`src/rtl/exception_unit.sv`:
```
// rtl/exception_unit.sv - exception/interrupt controller: EPC/Cause, flush and handler redirect
module exception_unit #(
    parameter logic [31:0] HANDLER_ADDR = 32'h0000_0080,
    parameter int          DRAIN_CYCLES = 2
) (
    input  logic        clk,
    input  logic        rst_n,
    input  logic        ovf_ex,
    input  logic        und_id,
    input  logic        eret_id,
    input  logic        irq,
    input  logic        id_valid,
    input  logic        br_flush,
    input  logic [31:0] pc_id,
    input  logic [31:0] pc_ex,
    output logic        flush_if,
    output logic        flush_id,
    output logic        flush_ex,
    output logic        pc_redirect,
    output logic [31:0] redirect_pc,
    output logic [31:0] EPC,
    output logic [31:0] cause,
    output logic        exception,
    output logic        exl
);

    localparam logic [2:0] S_RUN     = 3'd0;
    localparam logic [2:0] S_TAKE    = 3'd1;
    localparam logic [2:0] S_DRAIN   = 3'd2;
    localparam logic [2:0] S_HANDLER = 3'd3;
    localparam logic [2:0] S_RET     = 3'd4;

    localparam logic [4:0] EXC_OVF = 5'd12;
    localparam logic [4:0] EXC_UND = 5'd10;
    localparam logic [4:0] EXC_INT = 5'd0;

    localparam int CNT_W = $clog2(DRAIN_CYCLES + 1);

    logic [2:0]       state;
    logic [4:0]       exc_code;
    logic             take_ovf;
    logic [CNT_W-1:0] drain_cnt;

    logic        id_ok;
    logic        ev_und;
    logic        ev_irq;
    logic        ev_eret;
    logic        sampling;
    logic        take_ev;
    logic [4:0]  take_code;
    logic [31:0] take_pc;

    // ID-side events only count for a real instruction that is not being squashed by a branch;
    // exl masks interrupts so irq can never nest inside the handler
    assign id_ok    = id_valid & ~br_flush;
    assign ev_und   = und_id & id_ok;
    assign ev_irq   = irq & id_ok & ~exl;
    assign ev_eret  = eret_id & id_ok;
    assign sampling = (state == S_RUN) || (state == S_HANDLER);

    // Fixed-priority selection of the event to take: overflow, then undefined, then interrupt
    always_comb begin
        take_ev   = sampling & (ovf_ex | ev_und | ev_irq);
        take_code = EXC_INT;
        take_pc   = pc_id;
        if (ovf_ex) begin
            take_code = EXC_OVF;
            take_pc   = pc_ex;
        end else if (ev_und) begin
            take_code = EXC_UND;
        end
    end

    // Controller state, EPC/Cause/EXL registers and the drain down-counter
    always_ff @(posedge clk or negedge rst_n) begin
        if (!rst_n) begin
            state     <= S_RUN;
            exc_code  <= 5'd0;
            EPC       <= 32'd0;
            exl       <= 1'b0;
            take_ovf  <= 1'b0;
            drain_cnt <= '0;
        end else begin
            case (state)
                S_RUN, S_HANDLER: begin
                    if (take_ev) begin
                        state    <= S_TAKE;
                        exc_code <= take_code;
                        // a nested exception must keep the return address of the outer one
                        if (!exl) begin
                            EPC <= take_pc;
                        end
                        exl      <= 1'b1;
                        take_ovf <= ovf_ex;
                    end else if ((state == S_HANDLER) && ev_eret) begin
                        state <= S_RET;
                    end
                end
                S_TAKE: begin
                    take_ovf <= 1'b0;
                    if (DRAIN_CYCLES > 1) begin
                        state     <= S_DRAIN;
                        drain_cnt <= CNT_W'(DRAIN_CYCLES - 1);
                    end else begin
                        state <= S_HANDLER;
                    end
                end
                S_DRAIN: begin
                    if (drain_cnt <= CNT_W'(1)) begin
                        state     <= S_HANDLER;
                        drain_cnt <= '0;
                    end else begin
                        drain_cnt <= drain_cnt - CNT_W'(1);
                    end
                end
                S_RET: begin
                    exl   <= 1'b0;
                    state <= S_RUN;
                end
                default: begin
                    state <= S_RUN;
                end
            endcase
        end
    end

    // Outputs decode from state and registers only, so no input reaches an output combinationally
    always_comb begin
        exception   = (state == S_TAKE);
        pc_redirect = (state == S_TAKE) || (state == S_RET);
        flush_if    = (state == S_TAKE) || (state == S_DRAIN) || (state == S_RET);
        flush_id    = flush_if;
        flush_ex    = (state == S_TAKE) && take_ovf;
        if (state == S_TAKE) begin
            redirect_pc = HANDLER_ADDR;
        end else if (state == S_RET) begin
            redirect_pc = EPC;
        end else begin
            redirect_pc = 32'd0;
        end
        cause = {25'd0, exc_code, 2'b00};
    end

endmodule

```
`config.mk`:
```
export PLATFORM = sky130hd
export DESIGN_NAME = exception_unit
export DESIGN_NICKNAME = d
export VERILOG_FILES = /design/src/rtl/exception_unit.sv
export SDC_FILE = /design/constraint.sdc
export NUM_CORES = 1
export LEC_CHECK = 0
export CORE_ASPECT_RATIO = 0.9
export CORE_MARGIN = 1
export CORE_UTILIZATION = 33
export CTS_CLUSTER_SIZE = 16
export DETAILED_ROUTE_END_ITERATION = 6
export PLACE_DENSITY = 0.75
export SLEW_MARGIN = 20
export SYNTH_ARGS = -nofsm -noshare
export SYNTH_HDL_FRONTEND = slang
export SYNTH_SLANG_ARGS = --single-unit
```
`constraint.sdc`:
```
create_clock -name clk -period 2.1 [get_ports clk]
set_input_delay 0.315 -clock clk [delete_from_list [all_inputs] [get_ports clk]]
set_output_delay 0.315 -clock clk [all_outputs]
set_load 0.02 [all_outputs]
```
# Word-level counts from Yosys, hierarchy flattened
# Index checks and enable logic that the tools add are counted.
# classes
add_sub_neg	1
n_mul	0
div	0
magnitude_cmp	1
eq_ne	7
shift	0
mux	15
bitwise	10
reduce_logical	16
# ops
op	count
32-bit 2-to-1 mux	3
3-bit 2-to-1 mux	3
3-bit one-hot mux with 3 select lines	1
4-bit 2-to-1 mux	2
2-bit AND reduction	4
1-bit AND	6
3-bit by 2-bit == test with 1-bit output (second input constant)	2
2-bit nonzero test	3
1-bit logical OR	4
2-bit != test (second input constant)	2
1-bit one-hot mux with 2 select lines	2
2-bit one-hot mux with 2 select lines	1
3-bit by 1-bit == test with 1-bit output (second input constant)	1
3-bit == test (second input constant)	1
3-bit zero test	1
3-bit != test (second input constant)	1
3-bit AND reduction	1
2-bit by 1-bit less-or-equal comparator with 1-bit output (second input constant)	1
1-bit logical AND	2
1-bit 2-to-1 mux	2
2-bit 2-to-1 mux	1
1-bit NOT	2
1-bit OR	2
2-bit OR reduction	1
2-bit by 1-bit subtractor with 2-bit output (second input constant)	1
# word_totals
ff_bits	44
latch_bits	0
mem_bits_rw	0
mem_bits_ro	0
out_inout_bits	102
memories	0

# Logic depth before layout (Yosys ltp)
# Gate-level depths: netlist (run 1).
# depth
depth_word	8
mapped_depth	7
depth_no_buf	4

# Least setup slack after synthesis (run 1)
# OpenSTA, ideal clock, no wires.
# synth_timing
path_kind	reg2reg
from	register state[0]
to	register EPC[0]
arrival_ps	1870
t_required_ps	1975
slack_ps	105
path_stages_with_launch	8
path_cell_list	dfrtp_1 buf_2 nor2b_4 or3_4 or3_1 buf_6 buf_6 mux2_4
# synth_between
elab_chain_len	4
# synth_lines
item	line_no	rtl
start: declaration	39	logic [2:0] state;
start signal: assignment	77	state <= S_RUN;
start signal: assignment	87	state <= S_TAKE;
start signal: assignment	96	state <= S_RET;
3-bit by 2-bit == test with 1-bit output / 3-bit zero test (equally long branches)	59, 84	
1-bit logical OR	59	assign sampling = (state == S_RUN) || (state == S_HANDLER);
1-bit AND	63	take_ev = sampling & (ovf_ex | ev_und | ev_irq);
3-bit AND reduction (no source line) (*)	n/a	
end signal: assignment	91	EPC <= take_pc;
end: declaration	21	output logic [31:0] EPC,
# Mark *: on every way between the ends. The rest lies on a longest branch, timed or not.
# A chain may end at the register's enable or synchronous reset.

# Worst setup path after layout (run 1)
# layout_timing
from	register state[0]
to	output redirect_pc[4]
# layout_between
elab_chain_len	3
# layout_lines
item	line_no	rtl
3-bit == test	136	end else if (state == S_RET) begin
32-bit 2-to-1 mux	136	
32-bit 2-to-1 mux (*)	134	if (state == S_TAKE) begin
end: declaration	20	output logic [31:0] redirect_pc,
# Marks and branches as above.

==> results of run 1 <==
[worst max-delay path, delay by kind of cell (launching register included)]
kind                   cells  cell delay [ps]
buffers and inverters      3              680
flip-flops                 1              450
AND/OR/NAND/NOR            2              310
[cells by family (layout without fill, tap and decap cells)]
| group | Yosys count | count (layout) | share of synthesized area, % |
|---|---|---|---|
| AO/OA/AOI/OAI | 17 | 17 | 4.16 |
| XOR/XNOR | 1 | 1 | 0.324 |
| buffers and inverters | 51 | 172 | 12.5 |
| flip-flops | 42 | 42 | 38.8 |
| multiplexers | 64 | 64 | 30.8 |
| other | 1 | 29 | 0.138 |
| AND/OR/NAND/NOR | 60 | 60 | 13.3 |
[placed cells by master, fill, tap and decap left out, types with 6 or more instances in the layout]
| cell | synthesis | routed |
|---|---|---|
| o21ai_0 | 6 | 6 |
| and3_1 | 33 | 33 |
| conb_1 | 1 | 29 |
| dfrtp_1 | 42 | 41 |
| clkbuf_2 | 0 | 22 |
| clkdlybuf4s50_1 | 0 | 105 |
| clkdlybuf4s15_1 | 0 | 7 |
| mux2_2 | 34 | 34 |
| buf_4 | 30 | 12 |
| dlygate4sd2_1 | 0 | 6 |
| mux2_4 | 30 | 30 |
[power breakdown]
group | total (W) | switching [W] | leakage (nW) | internal (W)
clock network | 0.000472 | 0.000244 | 0.0383 | 0.000229
logic | 0.00255 | 0.00115 | 1.53 | 0.00140
registers | 0.00151 | 0.000319 | 0.501 | 0.00119
[registers in the layout, indices dropped and copies added, names as in the netlist]
name and count:
EPC 32, drain_cnt 2, exc_code 3, exl 1
state 3, take_ovf 1
[area by class of cell]
cell class | instances | area [um2] | share of cell area (%)
Timing Repair Buffer | 161 | 1470 | 35.3
Multi-Input combinational cell | 171 | 1440 | 34.4
Sequential cell | 42 | 1050 | 25.2
Tap cell | 96 | 120 | 2.88
Clock buffer | 7 | 76.3 | 1.83
Inverter | 4 | 15.0 | 0.360
[per-stage QoR]
step	TNS (ps)	cells	utilization, %	hold slack, ps	total power [W]
3_5_place_dp	-6370	473	54.0	311	0.00409
2_1_floorplan	0	264	-	19.4	0.00287
4_1_cts	-169	481	54.8	394	0.00456
3_3_place_gp	-5950	473	54.0	297	0.00405
5_1_grt	0	481	53.9	412	0.00481
6_report	0	481	53.9	405	0.00453
[what timing repair did]
item,in CTS,in global routing
hold buffers,1,0
setup buffers,0,0
resized for setup,53,47
endpoints found under the setup margin,37,57
hold endpoints to repair,2,0
[worst paths after layout]
path                                  end  cells after the start
hold / removal                exc_code[3]                      3
hold reg to reg               exc_code[3]                      1
setup / recovery           redirect_pc[4]                      5
setup reg to reg                  EPC[16]                      5
min in group asynchronous          EPC[7]                      2
max in group asynchronous        state[0]                      3
[routing by layer]
metal	GRT usage, %	share of wire, %	vias up
met5	0	0	-
met4	4.41	0.71	0
met3	3.75	7.0	5
met2	28.9	51	112
met1	20.5	42	1078
li1	-	-	1065
==> results.txt, run 1 <==
Critical path startpoint: state[0]
Crit path kind: reg2out
Fraction of the cycle the final worst path needs: 96.3%
Input/output buffers: 144
Result of the run: complete, no violations
Area of the die: 8570 um2
Cell at the root of the clock tree: clkbuf_8
Power density cells: 1090 nW/um2
Skew final: 5.60 ps
Final setup violation count: 0
Cell chain of the critical path: buf_4 -> nor2_4 -> buf_6 -> and3_1 -> dlygate4sd2_1
Residual DRC count: 0
Worst slack at placement: -232 ps
Top-level I/O count: 174
Leakage power of the design: 2.07 nW
Number of buffers on the longest clock path: 2
Number of placement rows: 30
Tightest Hold Check Type: in2reg
Effective utilization at floorplan: 35.0%
Number of buffers inserted during clock tree synthesis: 5
Area share of the largest cell type after synthesis: 38.8%
Final number of max-transition violations: 0
Vias in the first global route: 2251
N_diodes: 0
Antenna violations before repair: 0
Library cell with the highest instance count after synthesis: dfrtp_1
Final WL: 7170 um
Core outline area: 7730 um2
RSZ-0062 raised after global routing: no
Share of the yosys chip area belonging to registers: 38.8%
Height of the die: 87.9 um
Die Width: 97.5 um
Count of unique library cells instantiated by Yosys: 31
Vias per cell: 4.70
Cell Area, Synth: 2710 um2
Reg2reg setup slack: 180 ps
Latest clock arrival within the worst-skew pair: 280 ps
Number of sinks driven by the clock tree: 42
Element type at the critical path end: primary output
Total congestion overflow after global routing: 0
First-pass GRT wire length: 11100 um
Number of maximum-capacitance constraint violations: 0
Hold path startpoint: ovf_ex
First DRT Iteration DRCs: 37
Peak supply drop: 0.510 mV
Filler cell count in the final layout: 691
Synthesized flop and latch total: 42
Clock input transition at the sequential cells of the worst setup and hold paths: 70 ps
Maximum clock rate: 0.495 GHz
TritonCTS clock tree: built
GRT Resource Usage Total: 16.4%
Antenna violation net count after detailed routing: 0
Fraction of registers with async set or reset after synthesis: 100%
Area after DPL: 4180 um2
Warnings from Yosys: 0
Synth top area cells: dfrtp_1 (39%), mux2_4 (17%), mux2_2 (14%)
Worst-path fanout max: 17
Data arrival time of the critical path: 1710 ps
HPWL after DPL: 5470 um
Critical-path top delay cell: dfrtp_2
Final critical delay including setup and external delays: 2020 ps
Hold violation count in the final report: 0
Data required time at the worst endpoint: 1780 ps
Number of optimization iterations in the first detailed-route pass: 4
Ranking of synthesized cells by instance count: dfrtp_1 (42), mux2_2 (34), and3_1 (33), buf_4 (30), mux2_4 (30)
Post-synthesis instance total: 236
Post-Syn Area per Cell: 11.5 um2
Weighted congestion reported at the end of routability-driven placement: 0.799
Via count of the routed design: 2260
Leading register cell type out of synthesis: dfrtp_1
Routed wire per std cell: 14.9 um
Count of flip-flops with a built-in enable after synthesis: 0
Critical Path Start Type: flop
Launching point of the worst reg2reg path: state[0]
Fraction of layout cells with a size suffix above 1: 30.1%
Number of nets in the layout: 457
Pin count of the biggest net entering global routing: 34
Finished layout cell area: 4170 um2
Synthesis-to-layout area growth: 54.0%
Largest area contributor in the netlist: dfrtp_1
Final critical-path setup slack: 78.3 ps
H-tree depth reported by CTS: 2
Crit path largest cell delay: 450 ps
Note: power is estimated with default switching activity, not from simulation.
==> run 2: changes to the inputs <==
--- a/config.mk
+++ b/config.mk
@@ -5,7 +5,6 @@
 export SDC_FILE = /design/constraint.sdc
 export NUM_CORES = 1
 export LEC_CHECK = 0
-export CORE_ASPECT_RATIO = 0.9
 export CORE_MARGIN = 1
 export CORE_UTILIZATION = 33
 export CTS_CLUSTER_SIZE = 16
==> run 2 against run 1 <==
Against the previous run:
- global-route usage fell by 0.23 points
- final cell count grew 1.9%
- non-clock buffer count rose by 2
- via count down 0.35%
- register-to-register slack lost 20 ps
- clock skew hardly changed
- fmax increased by 0.43%
- combinational power about the same
- clock power rose by 13%
- die area is essentially flat
==> results.txt, run 2 (synthesis results as in run 1) <==
Placed Instances: 481 (+1.7%)
Data required time at the worst endpoint: 1780 ps (about the same)
Antenna violations before repair: 0 (unchanged)
Peak supply drop: 0.505 mV (-0.93%)
Hold violation count in the final report: 0 (unchanged)
Residual DRC count: 0 (unchanged)
Height of the die: 92.6 um (+5.3%)
Final core occ: 54.7% (+0.77 points)
Antenna violation net count after detailed routing: 0 (unchanged)
Area of the die: 8570 um2 (about the same)
Worst slack at placement: -215 ps (+17.5 ps)
H-tree depth reported by CTS: 2 (unchanged)
Registers with the highest flip-flop counts: EPC x32, exc_code x3, state x3
Path depth of the worst reg2reg path: 5 (unchanged)
Power density cells: 1080 nW/um2 (-0.93%)
Cell at the root of the clock tree: clkbuf_8
Total congestion overflow after global routing: 0 (unchanged)
Element type at the critical path end: primary output
Number of maximum-capacitance constraint violations: 0 (unchanged)
Crit path kind: reg2out
Final sum of negative setup slack: 0 ps (unchanged)
Cell depth of the worst hold path: 3 (unchanged)
Number of buffers on the longest clock path: 2 (unchanged)
Critical Path Start Type: flop
Hold worst-path end: take_ovf
Weighted congestion reported at the end of routability-driven placement: 0.829 (+3.8%)
Filler cell count in the final layout: 711 (+2.9%)
RSZ-0062 raised after global routing: no
Number of sinks driven by the clock tree: 42 (unchanged)
Input/output buffers: 144 (unchanged)
HPWL after DPL: 5530 um (+1.2%)
Routed wire per std cell: 14.3 um (-3.7%)
Via count of the routed design: 2252 (-0.35%)
Cell chain of the critical path: buf_4 -> nor2_1 -> nand2_1 -> o21ai_0 -> dlygate4sd2_1
Number of placement rows: 32 (+6.7%)
Pin count of the biggest net entering global routing: 35 (+2.9%)
Result of the run: complete, no violations
Maximum clock rate: 0.497 GHz (+0.43%)
Final critical-path setup slack: 87.0 ps (+8.75 ps)
Number of nets in the layout: 459 (+0.44%)
Most common cell after layout, fill and taps aside: clkdlybuf4s50_1
Number of optimization iterations in the first detailed-route pass: 4 (unchanged)
Fraction of layout cells with a size suffix above 1: 25.5% (-4.6 points)
Critical-path top delay cell: dfrtp_2
Worst-path fanout max: 5 (-12)
Final WL: 7030 um (-1.9%)
Hold path startpoint: ovf_ex
Final critical delay including setup and external delays: 2010 ps (-8.75 ps)
CP bufs+invs: 2 (-1)
Fraction of the cycle the final worst path needs: 95.9% (-0.42 points)
Final number of max-transition violations: 0 (unchanged)
Register bank with the most flops: EPC
N_diodes: 0 (unchanged)
Family of cells with the greatest summed delay on the critical path: buffers and inverters
Reg2reg setup slack: 160 ps (-20 ps)
Final setup violation count: 0 (unchanged)
End of the worst register-to-register path: EPC[27]
Tightest Hold Check Type: in2reg
Final hold slack: 387 ps (-18.2 ps)
Core outline area: 7850 um2 (+1.5%)
Number of buffers inserted during clock tree synthesis: 5 (unchanged)
Skew final: 5.86 ps (+0.257 ps)
Synthesis-to-layout area growth: 58.5%
Data arrival time of the critical path: 1700 ps (about the same)
Die Width: 92.6 um (-5.0%)
Clock input transition at the sequential cells of the worst setup and hold paths: 80 ps (about the same)
Crit path largest cell delay: 460 ps (about the same)
First-pass GRT wire length: 10800 um (-3.2%)
Largest register FFs: 32 (unchanged)
Most used cells in the layout excluding fill and tap cells: clkdlybuf4s50_1 (105), dfrtp_1 (40), dlygate4sd2_1 (35)
First DRT Iteration DRCs: 47 (+27%)
Vias in the first global route: 2154 (-4.3%)
Top-level I/O count: 174 (unchanged)
Post-route non-filler standard cell count: 490 (+1.9%)
Vias per cell: 4.60 (-2.2%)
Latest clock arrival within the worst-skew pair: 290 ps (about the same)
Effective utilization at floorplan: 34.5% (-0.51 points)
Launching point of the worst reg2reg path: state[0]
GRT Resource Usage Total: 16.2% (-0.23 points)
Leakage power of the design: 2.20 nW (+6.2%)
TritonCTS clock tree: built
[run 2: cell count changes in the layout (fill, tap and decap cells not counted), moves of 2 or more]
| cell | change |
|---|---|
| buf_12 | +2 |
| clkbuf_1 | -2 |
| clkdlybuf4s15_1 | -6 |
| buf_4 | +3 |
| dlygate4sd2_1 | +29 |
| buf_6 | -3 |
| clkbuf_2 | -21 |
| clkdlybuf4s15_2 | -2 |
[run 2: final cells by class]
| type | instances | area, um2 | share of cell area [%] |
|---|---|---|---|
| Inverter | 4 | 15.0 | 0.350 |
| Timing Repair Buffer | 163 | 1570 | 36.5 |
| Sequential cell | 42 | 1050 | 24.5 |
| Clock buffer | 6 | 82.6 | 1.92 |
| Clock inverter | 2 | 12.5 | 0.291 |
| Tap cell | 102 | 128 | 2.97 |
| Multi-Input combinational cell | 171 | 1440 | 33.5 |
[run 2: power breakdown]
group / leakage, nW / switching, W / internal (W)
Combinational: 1.65 / 0.00113 / 0.00143
Sequential: 0.501 / 0.000334 / 0.00119
Clock: 0.0472 / 0.000271 / 0.000264
[run 2: worst max-delay path by stage]
| stage | from | end | slack (ps) | cells after the start |
|---|---|---|---|---|
| after floorplan | state[0] | EPC[0] | 110 | 7 |
| after global placement | br_flush | EPC[30] | -210 | 6 |
| after detailed placement | br_flush | EPC[10] | -210 | 6 |
| after CTS | state[0] | EPC[10] | 5 | 5 |
| after global routing | state[1] | flush_if | 4 | 5 |
| final | state[1] | flush_id | 90 | 5 |
[run 2: tightest hold or removal path: cells and delay by family]
| kind | cells | cell delay, ps |
|---|---|---|
| buffers and inverters | 2 | 230 |
| AOI/OAI and AO/OA | 1 | 90 |
[run 2: what timing repair did]
| action | CTS | global route |
|---|---|---|
| endpoints found under the hold margin | 15 | 0 |
| setup buffers | 0 | 0 |
| setup endpoints to repair | 37 | 37 |
| gates resized for setup | 38 | 6 |
| hold buffers | 1 | 0 |
[run 2: layer usage]
metal	share of wire [%]	track usage (%)
met1	41	20.1
met2	50	28.1
met3	7.4	4.11
met4	0.78	3.65
met5	0	0
[run 2: per-stage QoR]
stage	instance area, um2	total power [W]
after floorplan	2810	0.00287
after global placement	4230	0.00409
after CTS	4290	0.00466
after global routing	4290	0.00487
after detailed placement	4230	0.00415
final	4290	0.00462
